[src/rtl/hdmi_pkg.sv]
// Shared HDMI period definitions: encoder period codes, preamble CTL pattern,
// and preamble/guard-band lengths used by the period FSM.
package hdmi_pkg;

  // Period code presented to the TMDS encoder.
  typedef enum logic [1:0] {
    PERIOD_CTRL   = 2'd0,
    PERIOD_ISLAND = 2'd1,
    PERIOD_VIDEO  = 2'd2
  } period_e;

  // Internal period FSM states.
  typedef enum logic [1:0] {
    FSM_CTRL,
    FSM_PREAMBLE,
    FSM_GUARD,
    FSM_VIDEO
  } fsm_state_e;

  localparam logic [3:0]  CTL_IDLE           = 4'b0000;
  localparam logic [3:0]  CTL_PREAMBLE_VIDEO = 4'b0001;

  localparam int unsigned PREAMBLE_LEN = 8;
  localparam int unsigned GUARD_LEN    = 2;

  // Guard band is encoded with the video period code.
  function automatic period_e period_of(input fsm_state_e s);
    return ((s == FSM_GUARD) || (s == FSM_VIDEO)) ? PERIOD_VIDEO : PERIOD_CTRL;
  endfunction

endpackage

[src/rtl/hdmi_period_fsm.sv]
// Period FSM (CTRL / PREAMBLE / GUARD / VIDEO) driven by the raster counters.
// HDMI_VIDEO_TIMING_GUARD_EN enables preamble and guard band; without it the
// block runs in DVI mode (CTRL/VIDEO only, ctl and guard tied low).
// The FSM register is updated from the same counter values that feed the
// top-level output registers, so state/ctl/guard align with de, x, y.
module hdmi_period_fsm
  import hdmi_pkg::*;
#(
  parameter int unsigned H_ACTIVE = 640,
  parameter int unsigned V_ACTIVE = 480
`ifdef HDMI_VIDEO_TIMING_GUARD_EN
  ,
  parameter int unsigned H_TOTAL  = 800,
  parameter int unsigned V_TOTAL  = 525
`endif
) (
  input  logic        clklow,
  input  logic        reset,
  input  logic        en,
  input  logic [11:0] h_cnt,
  input  logic [11:0] v_cnt,
  output logic [1:0]  state,
  output logic [3:0]  ctl,
  output logic        guard
);

  localparam logic [11:0] H_ACT = 12'(H_ACTIVE);
  localparam logic [11:0] V_ACT = 12'(V_ACTIVE);

  fsm_state_e fsm_q, fsm_d;
  logic       active;

`ifdef HDMI_VIDEO_TIMING_GUARD_EN
  // Preamble must start early enough that preamble + guard end on the last pixel.
  localparam logic [11:0] H_PRE    = 12'(H_TOTAL - (PREAMBLE_LEN + GUARD_LEN));
  localparam logic [11:0] V_LAST   = 12'(V_TOTAL - 1);
  localparam logic [2:0]  PRE_LAST = 3'(PREAMBLE_LEN - 1);
  localparam logic [2:0]  GRD_LAST = 3'(GUARD_LEN - 1);

  logic [2:0] phase_q, phase_d;
  logic       next_line_active;

  // Next-state: preamble before every active line, then guard, then video.
  always_comb begin
    active           = (h_cnt < H_ACT) && (v_cnt < V_ACT);
    next_line_active = ((v_cnt + 12'd1) < V_ACT) || (v_cnt == V_LAST);
    fsm_d            = fsm_q;
    phase_d          = phase_q;
    if (en) begin
      unique case (fsm_q)
        FSM_CTRL: begin
          if ((h_cnt == H_PRE) && next_line_active) begin
            fsm_d   = FSM_PREAMBLE;
            phase_d = '0;
          end
        end
        FSM_PREAMBLE: begin
          if (phase_q == PRE_LAST) begin
            fsm_d   = FSM_GUARD;
            phase_d = '0;
          end else begin
            phase_d = phase_q + 3'd1;
          end
        end
        FSM_GUARD: begin
          if (phase_q == GRD_LAST) begin
            fsm_d   = FSM_VIDEO;
            phase_d = '0;
          end else begin
            phase_d = phase_q + 3'd1;
          end
        end
        FSM_VIDEO: begin
          if (!active) fsm_d = FSM_CTRL;
        end
      endcase
    end
  end

  // State and phase registers.
  always_ff @(posedge clklow or negedge reset) begin
    if (!reset) begin
      fsm_q   <= FSM_CTRL;
      phase_q <= '0;
    end else begin
      fsm_q   <= fsm_d;
      phase_q <= phase_d;
    end
  end

  // Output decode from the registered state.
  always_comb begin
    state = period_of(fsm_q);
    ctl   = (fsm_q == FSM_PREAMBLE) ? CTL_PREAMBLE_VIDEO : CTL_IDLE;
    guard = (fsm_q == FSM_GUARD);
  end
`else
  // Next-state: DVI mode simply tracks the active region.
  always_comb begin
    active = (h_cnt < H_ACT) && (v_cnt < V_ACT);
    fsm_d  = fsm_q;
    if (en) fsm_d = active ? FSM_VIDEO : FSM_CTRL;
  end

  // State register.
  always_ff @(posedge clklow or negedge reset) begin
    if (!reset) fsm_q <= FSM_CTRL;
    else        fsm_q <= fsm_d;
  end

  // Output decode; no preamble or guard band in DVI mode.
  always_comb begin
    state = period_of(fsm_q);
    ctl   = CTL_IDLE;
    guard = 1'b0;
  end
`endif

endmodule

[src/rtl/hdmi_video_timing.sv]
// HDMI/DVI video timing generator: raster counters, sync/de/x/y generation
// with one cycle of registered latency, and the encoder period FSM.
// Optional feature macro: HDMI_VIDEO_TIMING_GUARD_EN (preamble + guard band).
module hdmi_video_timing
  import hdmi_pkg::*;
#(
  parameter int unsigned H_ACTIVE = 640,
  parameter int unsigned H_FP     = 16,
  parameter int unsigned H_SYNC   = 96,
  parameter int unsigned H_BP     = 48,
  parameter int unsigned V_ACTIVE = 480,
  parameter int unsigned V_FP     = 10,
  parameter int unsigned V_SYNC   = 2,
  parameter int unsigned V_BP     = 33,
  parameter bit          HS_POL   = 1'b0,
  parameter bit          VS_POL   = 1'b0
) (
  input  logic        clklow,
  input  logic        reset,
  input  logic        en,
  output logic [1:0]  state,
  output logic [1:0]  H_VSync_Ctr,
  output logic [3:0]  ctl,
  output logic        guard,
  output logic        de,
  output logic [11:0] x,
  output logic [11:0] y,
  output logic        frame_start
);

  localparam int unsigned H_TOTAL = H_ACTIVE + H_FP + H_SYNC + H_BP;
  localparam int unsigned V_TOTAL = V_ACTIVE + V_FP + V_SYNC + V_BP;

  localparam logic [11:0] H_LAST   = 12'(H_TOTAL - 1);
  localparam logic [11:0] V_LAST   = 12'(V_TOTAL - 1);
  localparam logic [11:0] H_ACT    = 12'(H_ACTIVE);
  localparam logic [11:0] V_ACT    = 12'(V_ACTIVE);
  localparam logic [11:0] HS_FIRST = 12'(H_ACTIVE + H_FP);
  localparam logic [11:0] HS_LAST  = 12'(H_ACTIVE + H_FP + H_SYNC - 1);
  localparam logic [11:0] VS_FIRST = 12'(V_ACTIVE + V_FP);
  localparam logic [11:0] VS_LAST  = 12'(V_ACTIVE + V_FP + V_SYNC - 1);

`ifdef HDMI_VIDEO_TIMING_GUARD_EN
  // Preamble + guard must fit inside the horizontal back porch.
  if (H_BP < PREAMBLE_LEN + GUARD_LEN) begin : g_bp_too_short
    $error("H_BP too short for preamble and guard band");
  end
`endif

  logic [11:0] h_cnt_q, h_cnt_d;
  logic [11:0] v_cnt_q, v_cnt_d;
  logic [11:0] x_q, x_d;
  logic [11:0] y_q, y_d;
  logic        de_q, de_d;
  logic        hsync_q, hsync_d;
  logic        vsync_q, vsync_d;
  logic        frame_start_q, frame_start_d;
  logic        active;

  // Raster counters advance only while enabled; the line wrap steps the row.
  always_comb begin
    h_cnt_d = h_cnt_q;
    v_cnt_d = v_cnt_q;
    if (en) begin
      if (h_cnt_q == H_LAST) begin
        h_cnt_d = '0;
        v_cnt_d = (v_cnt_q == V_LAST) ? '0 : v_cnt_q + 12'd1;
      end else begin
        h_cnt_d = h_cnt_q + 12'd1;
      end
    end
  end

  // Pixel-level decode of the current counters, held while disabled.
  always_comb begin
    active        = (h_cnt_q < H_ACT) && (v_cnt_q < V_ACT);
    de_d          = de_q;
    x_d           = x_q;
    y_d           = y_q;
    hsync_d       = hsync_q;
    vsync_d       = vsync_q;
    frame_start_d = frame_start_q;
    if (en) begin
      de_d          = active;
      x_d           = active ? h_cnt_q : '0;
      y_d           = active ? v_cnt_q : '0;
      hsync_d       = ((h_cnt_q >= HS_FIRST) && (h_cnt_q <= HS_LAST)) ? HS_POL : ~HS_POL;
      vsync_d       = ((v_cnt_q >= VS_FIRST) && (v_cnt_q <= VS_LAST)) ? VS_POL : ~VS_POL;
      frame_start_d = active && (h_cnt_q == '0) && (v_cnt_q == '0);
    end
  end

  // Counter and output registers; reset drives syncs to their idle level.
  always_ff @(posedge clklow or negedge reset) begin
    if (!reset) begin
      h_cnt_q       <= '0;
      v_cnt_q       <= '0;
      x_q           <= '0;
      y_q           <= '0;
      de_q          <= 1'b0;
      hsync_q       <= ~HS_POL;
      vsync_q       <= ~VS_POL;
      frame_start_q <= 1'b0;
    end else begin
      h_cnt_q       <= h_cnt_d;
      v_cnt_q       <= v_cnt_d;
      x_q           <= x_d;
      y_q           <= y_d;
      de_q          <= de_d;
      hsync_q       <= hsync_d;
      vsync_q       <= vsync_d;
      frame_start_q <= frame_start_d;
    end
  end

  // Drive ports from the registers.
  always_comb begin
    de          = de_q;
    x           = x_q;
    y           = y_q;
    H_VSync_Ctr = {vsync_q, hsync_q};
    frame_start = frame_start_q;
  end

  hdmi_period_fsm #(
    .H_ACTIVE (H_ACTIVE),
    .V_ACTIVE (V_ACTIVE)
`ifdef HDMI_VIDEO_TIMING_GUARD_EN
    ,
    .H_TOTAL  (H_TOTAL),
    .V_TOTAL  (V_TOTAL)
`endif
  ) u_period_fsm (
    .clklow (clklow),
    .reset  (reset),
    .en     (en),
    .h_cnt  (h_cnt_q),
    .v_cnt  (v_cnt_q),
    .state  (state),
    .ctl    (ctl),
    .guard  (guard)
  );

endmodule

[config.mk]
export PLATFORM = sky130hd
export DESIGN_NAME = hdmi_video_timing
export DESIGN_NICKNAME = d
export VERILOG_FILES = /design/src/rtl/hdmi_pkg.sv /design/src/rtl/hdmi_period_fsm.sv /design/src/rtl/hdmi_video_timing.sv
export SDC_FILE = /design/constraint.sdc
export NUM_CORES = 1
export LEC_CHECK = 0
export BUFFER_PORTS_ARGS = -buffer_cell sky130_fd_sc_hd__buf_2
export CAP_MARGIN = 20
export CORE_UTILIZATION = 40
export DETAILED_ROUTE_END_ITERATION = 6
export PLACE_DENSITY = 0.71
export SLEW_MARGIN = 20
export SYNTH_ARGS = -nofsm -noshare
export SYNTH_HDL_FRONTEND = slang
export SYNTH_SLANG_ARGS = --single-unit
[constraint.sdc]
create_clock -name clklow -period 6.37 [get_ports clklow]
set_input_delay 0.637 -clock clklow [delete_from_list [all_inputs] [get_ports clklow]]
set_output_delay 0.637 -clock clklow [all_outputs]
set_load 0.02 [all_outputs]
# Word level (Yosys, flattened, before mapping)
# Cells that the tools add are included.
# word_totals
mem_count,0
ram_bits,0
latch_bits,0
inputBits,3
ff_bits,54
output_inout_bits,35
rom_bits,0
# op_classes
reduce_logical,9
n_bitwise,0
muxes,8
add_sub_neg,2
n_shift,0
mul,0
magnitude_cmp,6
n_eq_ne,4
div,0
# ops
op,count
12-bit 2-to-1 mux,4
"12-bit by 1-bit adder with 12-bit output, second input constant",2
"12-bit by 10-bit == test with 1-bit output, second input constant",2
12-bit zero test,2
"12-bit by 10-bit greater-or-equal comparator with 1-bit output, second input constant",1
"12-bit by 9-bit greater-or-equal comparator with 1-bit output, second input constant",1
"12-bit by 10-bit less-or-equal comparator with 1-bit output, second input constant",1
"12-bit by 9-bit less-or-equal comparator with 1-bit output, second input constant",1
"12-bit by 10-bit less-than comparator with 1-bit output, second input constant",1
"12-bit by 9-bit less-than comparator with 1-bit output, second input constant",1
1-bit logical AND,5
"2-bit == test, second input constant",2
2-bit 2-to-1 mux,2
1-bit 2-to-1 mux,2
2-bit AND reduction,1
1-bit logical OR,1

# Longest topological paths before layout
# Gate-level depths: netlist of run 1.
# depth
word_depth,4
mapped_depth,6

# Hierarchy
# From an unflattened synthesis of run 1, not the netlist that was laid out.
# hier_totals
hier_cells,237
area_unflattened_um2,2537.4
# by_module_without_submodules
module,seq_area_each_um2,instances,cells_each,area_per_inst_um2
hdmi_video_timing,1303.8,1,223,2417.3
hdmi_period_fsm,25.0,1,14,120.1

# Worst setup path before layout of run 1
# No wires, ideal clock.
# synth_path
path_kind,register to register
from,register h_cnt_q[5]
to,register v_cnt_q[8]
path_slack_ns,4.323
synth_period_minus_slack_ns,2.047
required_ns,6.291
stages_incl_launch_ff,7
setup_ns,0.079
t_arrival_ns,1.968
cell_sequence,dfrtp_1 -> buf_6 -> or4_4 -> or4_4 -> buf_6 -> nor3_2 -> xor2_1
# synth_between
elab_chain_cells,2
# synth_lines
item,line_no,text
start: declaration,hdmi_video_timing.sv:50,"logic [11:0] h_cnt_q, h_cnt_d;"
start signal: assignment,hdmi_video_timing.sv:105,h_cnt_q <= h_cnt_d;
12-bit by 10-bit == test with 1-bit output,hdmi_video_timing.sv:65,if (h_cnt_q == H_LAST) begin
2-bit AND reduction (no line),n/a,
end signal: assignment,hdmi_video_timing.sv:106,v_cnt_q <= v_cnt_d;
end: declaration,hdmi_video_timing.sv:51,"logic [11:0] v_cnt_q, v_cnt_d;"
# No other way between the ends.
# A chain may end at the register's enable or synchronous reset.

# Final worst setup path of run 1
# layout_path
from,register h_cnt_q[5]
to,register v_cnt_q[7]
# The elaborated chain is that of the path after synthesis.

==> run_results.csv, run 1 <==
group,metric,value,unit
power,p_int,0.5011,mW
detailed_routing,drc,0,
floorplanning,ios,38,
sta,fin_crit,2.189,ns
cts,clockRootBuffer,"clkbuf_8",
detailed_routing,firstDrtPassIters,4,
setup_path,reg2reg_slack,4.18,ns
cts,cts-htree-levels,2,
floorplanning,core,0.005921,mm^2
global_route,grt_remaining_overflow,0,
detailed_routing,ant_nets,0,
finish,fill_cells,547,
cts,clk_path_buf_depth,2,
synth,synth_edf_count,0,
power,powerDensity,269.7,mW/mm^2
synth,syn_area,0.002466,mm^2
placed_design,place_congestion,0.9386,
global_route,grt_max_degree,53,
synth,yosys-top-cells-count,"50 x dfrtp_1, 19 x a22o_1, 15 x nand3_1",
global_route,grt_pass1_wl,7879,um
cts,postCtsSetupRepairBufs,0,
power,p_comb_frac,0.168,
setup_path,critPathArrivalTime,2.38,ns
setup_path,critical_path_buf_inv_count,1,
synth,synth.area.top_cells,"dfrtp_1 51%, a22o_1 6.7%, buf_4 3.3%",
finish,area_growth,7.763,%
power,ir_drop,0.1286,mV
power,clkPwrFrac,0.268,
sta,finalHoldViolCount,0,
detailed_routing,drt_first_iter_violations,195,
power,swShare,0.3009,
placed_design,port_buffers,31,
setup_path,start_kind,"register",
setup_path,crit_chain,"or4_4, nor4_1, buf_4, nand4_1, mux2_2",
finish,nets,254,
synth,synth_top_area_cell,"dfrtp_1",
synth,ys_seq_area_frac,0.5287,
cts,clkSinkCount,52,
sta,setup_viol,0,
global_route,grt_util_all_layers,0.1557,
cts,hold_buffers,0,
setup_path,cp_slowest_cell,"or4_4",
worst_hold_path,hp-class,"input port to asynchronous set/reset pin",
detailed_routing,route.detailed.wl_per_inst,14.19,um
synth,asyncSetResetFlopFracSynth,1.000,
detailed_routing,wl,4583,um
sta,worst_pin_slew,0.7300,ns
sta,rsz0062_at_grt,"no",
floorplanning,die_w,80.52,um
synth,yosysWarningCount,0,
finish,regArea,0.001304,mm^2
synth,synth_most_common_cell,"dfrtp_1",
setup_path,max_stage_delay,0.56,ns
synth,ys_ff_latch,52,
finish,drive_gt1_frac,0.2097,
floorplanning,die_h,80.52,um
sta,fmax,456.9,MHz
finish,multi_input_comb_area,967.2,um^2
placed_design,dp_hpwl,3189,um
setup_path,crit_family,"simple AND/OR/NAND/NOR gates",
cts,cts_made_buffers,5,
synth,ys.flop_type,"dfrtp_1",
synth,synthCells,228,
sta,maxSlewHeadroom,0.5133,
sta,drv_slew,0,
setup_path,worstPathRequired,6.57,ns
synth,syn-mean-instance-area,10.82,um^2
cts,clkTransAtPathRegs,0.09,ns
sta,finalClockSkew,0.007046,ns
detailed_routing,num_vias,1772,
floorplanning,initial_core_util,0.4165,
setup_path,crit_fanout,10,
cts,cts_tree,"done",
cts,insertion_delay,0.30,ns
floorplanning,die_area,0.006483,mm^2
finish,n_antenna_cell,0,
sta,fin_crit_sh,0.3436,
global_route,grt_pass1_vias,1603,
power,cellLeakagePower,1.257,nW
power,switching_power,0.2157,mW
detailed_routing,viasPerCell,5.486,
floorplanning,rows,28,
global_route,antenna_found_initial,0,
sta,holdWs,0.3440,ns
cts,ctsResizeCount,0,
power,seq_power_share,0.564,
synth,ys_types,46,
status,outcome,"finished clean",
setup_path,end_kind,"register",
synth,yosys.area.top_type_share,0.5074,
sta,fin_setup_tns,0,ns
run,drv_cap,0,
setup_path,crit_type,"register to register",
## worst paths after layout
check | start | to | cells past startpoint
min | reset | u_period_fsm.fsm_q[0] | 1
min in group clklow | hsync_q | hsync_q | 2
min reg2reg | hsync_q | hsync_q | 2
max reg2reg | h_cnt_q[5] | v_cnt_q[7] | 5
max | h_cnt_q[5] | v_cnt_q[7] | 5
max in group asynchronous | reset | y[5] | 1
## kinds of logic (layout without fill, tap and decap cells)
| logic type | after synthesis | count (layout) | synth area share |
|---|---|---|---|
| AOI/OAI and AO/OA | 43 | 43 | 0.1233 |
| xor gates and xnor gates | 11 | 11 | 0.03907 |
| adders and majority gates | 4 | 4 | 0.02030 |
| buffers and inverters | 34 | 49 | 0.08675 |
| DFF | 52 | 52 | 0.5287 |
| muxes | 3 | 3 | 0.01268 |
| other | 1 | 6 | 0.001521 |
| and+or+nand+nor | 80 | 80 | 0.1877 |
## sequential cells by signal, indices dropped and copies added (netlist names)
name and flops:
vsync_q 1, u_period_fsm.fsm_q 1, v_cnt_q 12, x 12, hsync_q 1, h_cnt_q 12
y 12, frame_start 1
## power by group through the flow
stage / combinational (mW) / sequential, mW / clock, mW
final: 0.120 / 0.404 / 0.192
after detailed placement: 0.122 / 0.410 / 0
after floorplan: 0.108 / 0.402 / 0
after global routing: 0.133 / 0.411 / 0.209
after CTS: 0.122 / 0.404 / 0.198
after global placement: 0.119 / 0.408 / 0
## through the flow
step	instance area [um^2]	setup WS [ns]	instances	total power, mW	utilization
2_1_floorplan	2485	4.323	233	0.5095	-
3_3_place_gp	2561	4.095	315	0.5275	0.4326
3_5_place_dp	2561	3.996	315	0.5322	0.4326
4_1_cts	2655	4.192	323	0.7241	0.4484
5_1_grt	2658	4.072	323	0.7531	0.4489
6_report	2658	4.181	323	0.7168	0.4489
## cells in the final DEF (no fill, tap or decap), types with 2 or more instances in the layout
master    netlist  routed
dfrtp_1        50      50
buf_2           1      30
a22o_1         19      19
nand3_1        15      15
nand2_1        12      12
nand4_1        11      11
inv_1           9       9
nor2_1          9       9
a21oi_1         9       9
o21ai_0         8       8
xor2_1          7       7
nor2b_1         6       6
conb_1          1       6
clkbuf_8        1       6
nor3_1          5       5
xnor2_1         4       4
ha_1            4       4
and3_1          3       3
nor4_1          3       3
nor3_2          3       3
or4_4           2       2
mux2i_1         2       2
and4_1          2       2
dfstp_2         2       2
buf_4          11       2
## per-layer routing
layer | GRT usage | vias up | wire [um]
met1 | 0.2340 | 846 | 2174
met5 | 0 | - | 0
li1 | - | 839 | -
met2 | 0.2237 | 77 | 2057
met3 | 0.02386 | 10 | 279
met4 | 0.05536 | 0 | 72
## area by class of cell
class                      count  area share
clock buffer                   7     0.03249
multi-input combinational    147      0.3639
sequential                    52      0.4906
inverter                       9     0.01271
tap                           75     0.03531
clock inverter                 1    0.002825
timing repair buffer          32     0.06215
## worst register-to-register path: stages (launching register included)
cell	delay, ns
dfrtp_1	0.48
or4_4	0.56
nor4_1	0.39
buf_4	0.24
nand4_1	0.12
mux2_2	0.29
No activity file was read; power rests on OpenSTA's default activity.
==> run 2, diff against run 1 <==
- clock period: 6.37 -> 2.3 ns (I/O delays scaled with it)
==> run 2 against run 1 <==
Compared with the run above:
- global-route usage increased by 0.36 points
- critical path depth did not move
- clock skew rose by 0.0038 ns
- final cell count grew 1.9%
- fmax is 2.2% higher
- highest routed layer unchanged
==> run_results.csv, run 2 (synthesized netlist as in run 1, its figures left out) <==
group,metric,value,unit
setup_path,crit_family,"simple AND/OR/NAND/NOR gates",
setup_path,cp_slowest_cell,"or4_4",
detailed_routing,num_vias,1769,
finish,stdcell_area,0.002694,mm^2
sta,finalClockSkew,0.01086,ns
sta,fin_setup_tns,0,ns
finish,area_growth,9.234,%
detailed_routing,route.detailed.wl_per_inst,14.33,um
power,powerDensity,730.4,mW/mm^2
power,p_comb_frac,0.173,
setup_path,worstPathRequired,2.50,ns
global_route,grt_remaining_overflow,0,
global_route,grt_util_all_layers,0.1594,
global_route,antenna_found_initial,0,
sta,fmax,466.8,MHz
finish,nets,260,
floorplanning,die_area,0.006483,mm^2
global_route,grt_max_degree,39,
placed_design,dp_hpwl,3352,um
run,drv_cap,0,
global_route,grt_pass1_wl,7990,um
placed_design,port_buffers,31,
setup_path,crit_chain,"or4_4, nor4_1, buf_4, nand4_1, mux2_2",
global_route,grt_pass1_vias,1602,
sta,finalHoldViolCount,0,
power,swShare,0.3080,
floorplanning,rows,28,
detailed_routing,drc,0,
placed_design,place_congestion,0.8778,
cts,clkSinkCount,52,
power,seq_power_share,0.568,
cts,postCtsSetupRepairBufs,0,
detailed_routing,firstDrtPassIters,4,
power,ir_drop,0.3679,mV
setup_path,end_kind,"register",
worst_hold_path,hp-class,"input port to asynchronous set/reset pin",
setup_path,critical_path_buf_inv_count,1,
floorplanning,core,0.005921,mm^2
cts,cts-htree-levels,2,
cts,cts_tree,"done",
finish,drive_gt1_frac,0.2323,
detailed_routing,wl,4715,um
sta,maxSlewHeadroom,0.4366,
cts,clockRootBuffer,"clkbuf_8",
sta,setup_ws,0.1578,ns
setup_path,max_stage_delay,0.55,ns
status,outcome,"finished clean",
cts,hold_buffers,0,
power,clkPwrFrac,0.259,
cts,ctsResizeCount,0,
finish,n_antenna_cell,0,
finish,layout_commonest_cell,"dfrtp_1",
sta,fin_crit,2.142,ns
setup_path,crit_fanout,9,
cts,cts_made_buffers,5,
power,p_int,1.362,mW
power,switching_power,0.6060,mW
detailed_routing,viasPerCell,5.377,
placed_design,post-place-ws,0.1814,ns
detailed_routing,ant_nets,0,
cts,clkTransAtPathRegs,0.09,ns
power,cellLeakagePower,1.289,nW
finish,final_cell_mix,"50 x dfrtp_1, 31 x buf_2, 19 x a22o_1",
setup_path,start_kind,"register",
sta,fin_crit_sh,0.9314,
setup_path,critPathArrivalTime,2.34,ns
floorplanning,die_w,80.52,um
floorplanning,initial_core_util,0.4165,
sta,rsz0062_at_grt,"no",
sta,drv_slew,0,
setup_path,crit_type,"register to register",
sta,worst_pin_slew,0.8451,ns
cts,clk_path_buf_depth,2,
floorplanning,ios,38,
sta,setup_viol,0,
cts,insertion_delay,0.31,ns
floorplanning,die_h,80.52,um
detailed_routing,drt_first_iter_violations,162,
placed_design,dpl_cell_area,0.002606,mm^2
-- run 2: changes by cell type in the layout (fill, tap and decap cells not counted) --
cell        delta
clkinvlp_4     -1
clkbuf_8       -1
buf_2          +1
clkinv_2       +2
buf_4          +5
clkinv_4       +1
clkbuf_1       -1
-- run 2: per-layer routing --
layer	track usage	routed length, um	up-vias
li1	-	-	855
met5	0	0	-
met3	0.02841	273	9
met2	0.2297	2133	65
met1	0.2287	2211	840
met4	0.07500	98	0
-- run 2: worst paths after layout --
path | from | end | slack (ns) | cells past startpoint
min in group clklow | en | hsync_q | 0.31 | 3
worst min-delay path | reset | h_cnt_q[4] | 0.007 | 1
worst min register to register | hsync_q | hsync_q | 0.49 | 2
worst max register to register | h_cnt_q[5] | v_cnt_q[7] | 0.16 | 5
max in group asynchronous | reset | y[2] | 1.63 | 2
worst max-delay path | h_cnt_q[5] | v_cnt_q[7] | 0.16 | 5
-- run 2: worst register-to-register path, cell delays in order (launching register included) --
cell	delay, ns
dfrtp_1	0.47
or4_4	0.55
nor4_1	0.39
buf_4	0.24
nand4_1	0.11
mux2_2	0.29
-- run 2: power by group through the flow --
stage / combinational, mW / sequential (mW) / clock [mW]
2_1_floorplan: 0.299 / 1.11 / 0
3_3_place_gp: 0.333 / 1.13 / 0
3_5_place_dp: 0.343 / 1.13 / 0
4_1_cts: 0.344 / 1.12 / 0.524
5_1_grt: 0.379 / 1.13 / 0.555
6_report: 0.340 / 1.12 / 0.509
-- run 2: final cells by class --
type                    count  area, um^2
clock inverters             3       18.77
well taps                  75       93.84
repair buffers             38       207.7
multi-input cells         147       967.2
inverters                   9       33.78
flip-flops and latches     52        1304
clock buffers               5       68.82
fillers                   566        3227
-- run 2: stage by stage --
step	power [mW]	cells	hold WS, ns	utilization
floorplan	1.411	233	-0.06559	-
global placement	1.461	321	0.3684	0.4402
detailed placement	1.477	321	0.3775	0.4402
CTS	1.984	329	0.03385	0.4550
global route	2.067	329	0.07964	0.4550
finish	1.968	329	0.006906	0.4550
==> run 3, diff against run 2 <==
--- a/config.mk
+++ b/config.mk
@@ -8,7 +8,7 @@
 export BUFFER_PORTS_ARGS = -buffer_cell sky130_fd_sc_hd__buf_2
 export CAP_MARGIN = 20
-export CORE_UTILIZATION = 40
+export CORE_UTILIZATION = 35
 export DETAILED_ROUTE_END_ITERATION = 6
-export PLACE_DENSITY = 0.71
+export PLACE_DENSITY = 0.65
 export SLEW_MARGIN = 20
 export SYNTH_ARGS = -nofsm -noshare
==> constraint.sdc (replaced) <==
create_clock -name clklow -period 2.3 [get_ports clklow]
set_input_delay 0 -clock clklow [delete_from_list [all_inputs] [get_ports clklow]]
set_output_delay 0 -clock clklow [all_outputs]
set_load 0.02 [all_outputs]
==> run 3 against run 2 <==
Compared with the run above:
- design area rose by 2.4%
- critical path type unchanged
- clock-buffer cell count up 2
- sequential share of layout area fell by 1.1 points
- combinational power rose by 18%
- worst hold slack gained 0.065 ns
==> run_results.csv, run 3 (synthesized netlist as in run 1, its figures left out) <==
group,metric,value,unit
status,outcome,"finished clean",
cts,postCtsSetupRepairBufs,0,
detailed_routing,firstDrtPassIters,4,
setup_path,crit_fanout,10,
detailed_routing,viasPerCell,5.025,
cts,clockRootBuffer,"clkbuf_8",
floorplanning,ios,38,
cts,clkSinkCount,52,
sta,fin_crit,2.138,ns
setup_path,critical_path_buf_inv_count,1,
sta,drv_slew,0,
sta,setup_ws,0.1619,ns
setup_path,crit_type,"register to register",
sta,finalHoldViolCount,0,
floorplanning,die_area,0.007386,mm^2
global_route,grt_remaining_overflow,0,
detailed_routing,ant_nets,0,
cts,cts-htree-levels,2,
global_route,grt_pass1_wl,8031,um
finish,n_antenna_cell,0,
floorplanning,die_h,85.94,um
finish,final_cells,354,
finish,stdcell_area,0.002759,mm^2
finish,layout_commonest_cell,"dfrtp_1",
cts,hold_buffers,1,
global_route,grt_pass1_vias,1655,
finish,nets,264,
finish,fill_cells,672,
placed_design,place_congestion,0.9512,
placed_design,dpl_cell_area,0.002655,mm^2
setup_path,crit_chain,"or4_4, nor4_1, buf_4, nand4_1, mux2_2",
placed_design,post-place-ws,0.1761,ns
setup_path,end_kind,"register",
sta,finalClockSkew,0.005153,ns
placed_design,dp_hpwl,3416,um
sta,setup_viol,0,
cts,ctsResizeCount,0,
cts,insertion_delay,0.30,ns
floorplanning,rows,30,
setup_path,worstPathRequired,2.50,ns
power,ir_drop,0.2350,mV
cts,cts_made_buffers,5,
setup_path,critPathArrivalTime,2.33,ns
sta,fmax,467.7,MHz
run,drv_cap,0,
finish,multi_input_comb_area,967.2,um^2
floorplanning,initial_core_util,0.3630,
detailed_routing,drt_first_iter_violations,190,
cts,cts_tree,"done",
finish,drive_gt1_frac,0.2364,
setup_path,cp_slowest_cell,"or4_4",
power,seq_power_share,0.537,
cts,clkTransAtPathRegs,0.09,ns
sta,worst_pin_slew,0.6541,ns
global_route,grt_util_all_layers,0.1389,
setup_path,max_stage_delay,0.56,ns
cts,clk_path_buf_depth,2,
finish,final_cell_mix,"50 x dfrtp_1, 31 x buf_2, 19 x a22o_1",
worst_hold_path,hp-class,"input port to asynchronous set/reset pin",
sta,maxSlewHeadroom,0.5635,
power,p_int,1.418,mW
sta,rsz0062_at_grt,"no",
sta,fin_crit_sh,0.9296,
setup_path,crit_family,"simple AND/OR/NAND/NOR gates",
sta,fin_setup_tns,0,ns
global_route,antenna_found_initial,0,
detailed_routing,drc,0,
floorplanning,die_w,85.94,um
finish,area_growth,11.87,%
power,p_comb_frac,0.198,
finish,regArea,0.001304,mm^2
detailed_routing,wl,4732,um
placed_design,port_buffers,31,
power,clkPwrFrac,0.265,
setup_path,start_kind,"register",
detailed_routing,num_vias,1779,
power,powerDensity,732.9,mW/mm^2
detailed_routing,route.detailed.wl_per_inst,13.37,um
global_route,grt_max_degree,28,
power,switching_power,0.6044,mW
power,swShare,0.2989,
placed_design,placed_cells,345,
power,cellLeakagePower,1.303,nW
floorplanning,core,0.006794,mm^2
run 3: changes by cell type in the layout (fill, tap and decap cells not counted):
cell	previous run	this run
buf_4	7	10
clkbuf_8	5	6
clkinv_2	2	0
dlygate4sd3_1	0	1
clkbuf_1	0	1
clkinvlp_4	0	1
clkinv_4	1	0
run 3: per-layer routing:
metal / vias to the layer above / GRT usage / share of wire
met4: 0 / 0.04545 / 0.011
li1: 857 / - / -
met3: 5 / 0.03176 / 0.040
met1: 868 / 0.1922 / 0.48
met2: 49 / 0.2150 / 0.47
met5: - / 0 / 0
run 3: per-stage QoR:
stage / hold WS (ns) / util / total power [mW]
2_1_floorplan: -0.2956 / - / 1.411
4_1_cts: 0.07747 / 0.4061 / 2.046
6_report: 0.07211 / 0.4061 / 2.022
3_3_place_gp: -0.1237 / 0.3908 / 1.497
5_1_grt: 0.1167 / 0.4061 / 2.132
3_5_place_dp: -0.1221 / 0.3908 / 1.504
run 3: path summary, 6_finish.rpt:
kind | startpoint | end | slack, ns | depth (start not counted)
setup / recovery | h_cnt_q[5] | v_cnt_q[7] | 0.16 | 5
hold / removal | reset | v_cnt_q[3] | 0.07 | 2
setup reg to reg | h_cnt_q[5] | v_cnt_q[7] | 0.16 | 5
hold reg to reg | hsync_q | hsync_q | 0.49 | 2
max in group asynchronous | reset | h_cnt_q[9] | 1.62 | 3
min in group clklow | en | hsync_q | 0.11 | 3
run 3: cell type report:
type / instances / area share
clock buffers: 7 / 0.03129
clock inverters: 1 / 0.002721
inverters: 9 / 0.01224
multi-input cells: 147 / 0.3506
flip-flops and latches: 52 / 0.4726
well taps: 96 / 0.04354
repair buffers: 42 / 0.08707
run 3: worst reg2reg max path, stage by stage, from the launching register on:
cell and delay (ns):
dfrtp_1 0.47, or4_4 0.56, nor4_1 0.37, buf_4 0.24
nand4_1 0.11, mux2_2 0.29
run 3: power groups by stage:
stage | clock network [mW] | registers [mW] | logic [mW]
after detailed placement | 0 | 1.10 | 0.401
after CTS | 0.557 | 1.09 | 0.404
final | 0.535 | 1.09 | 0.401
after global placement | 0 | 1.10 | 0.395
after floorplan | 0 | 1.11 | 0.299
after global routing | 0.593 | 1.10 | 0.437
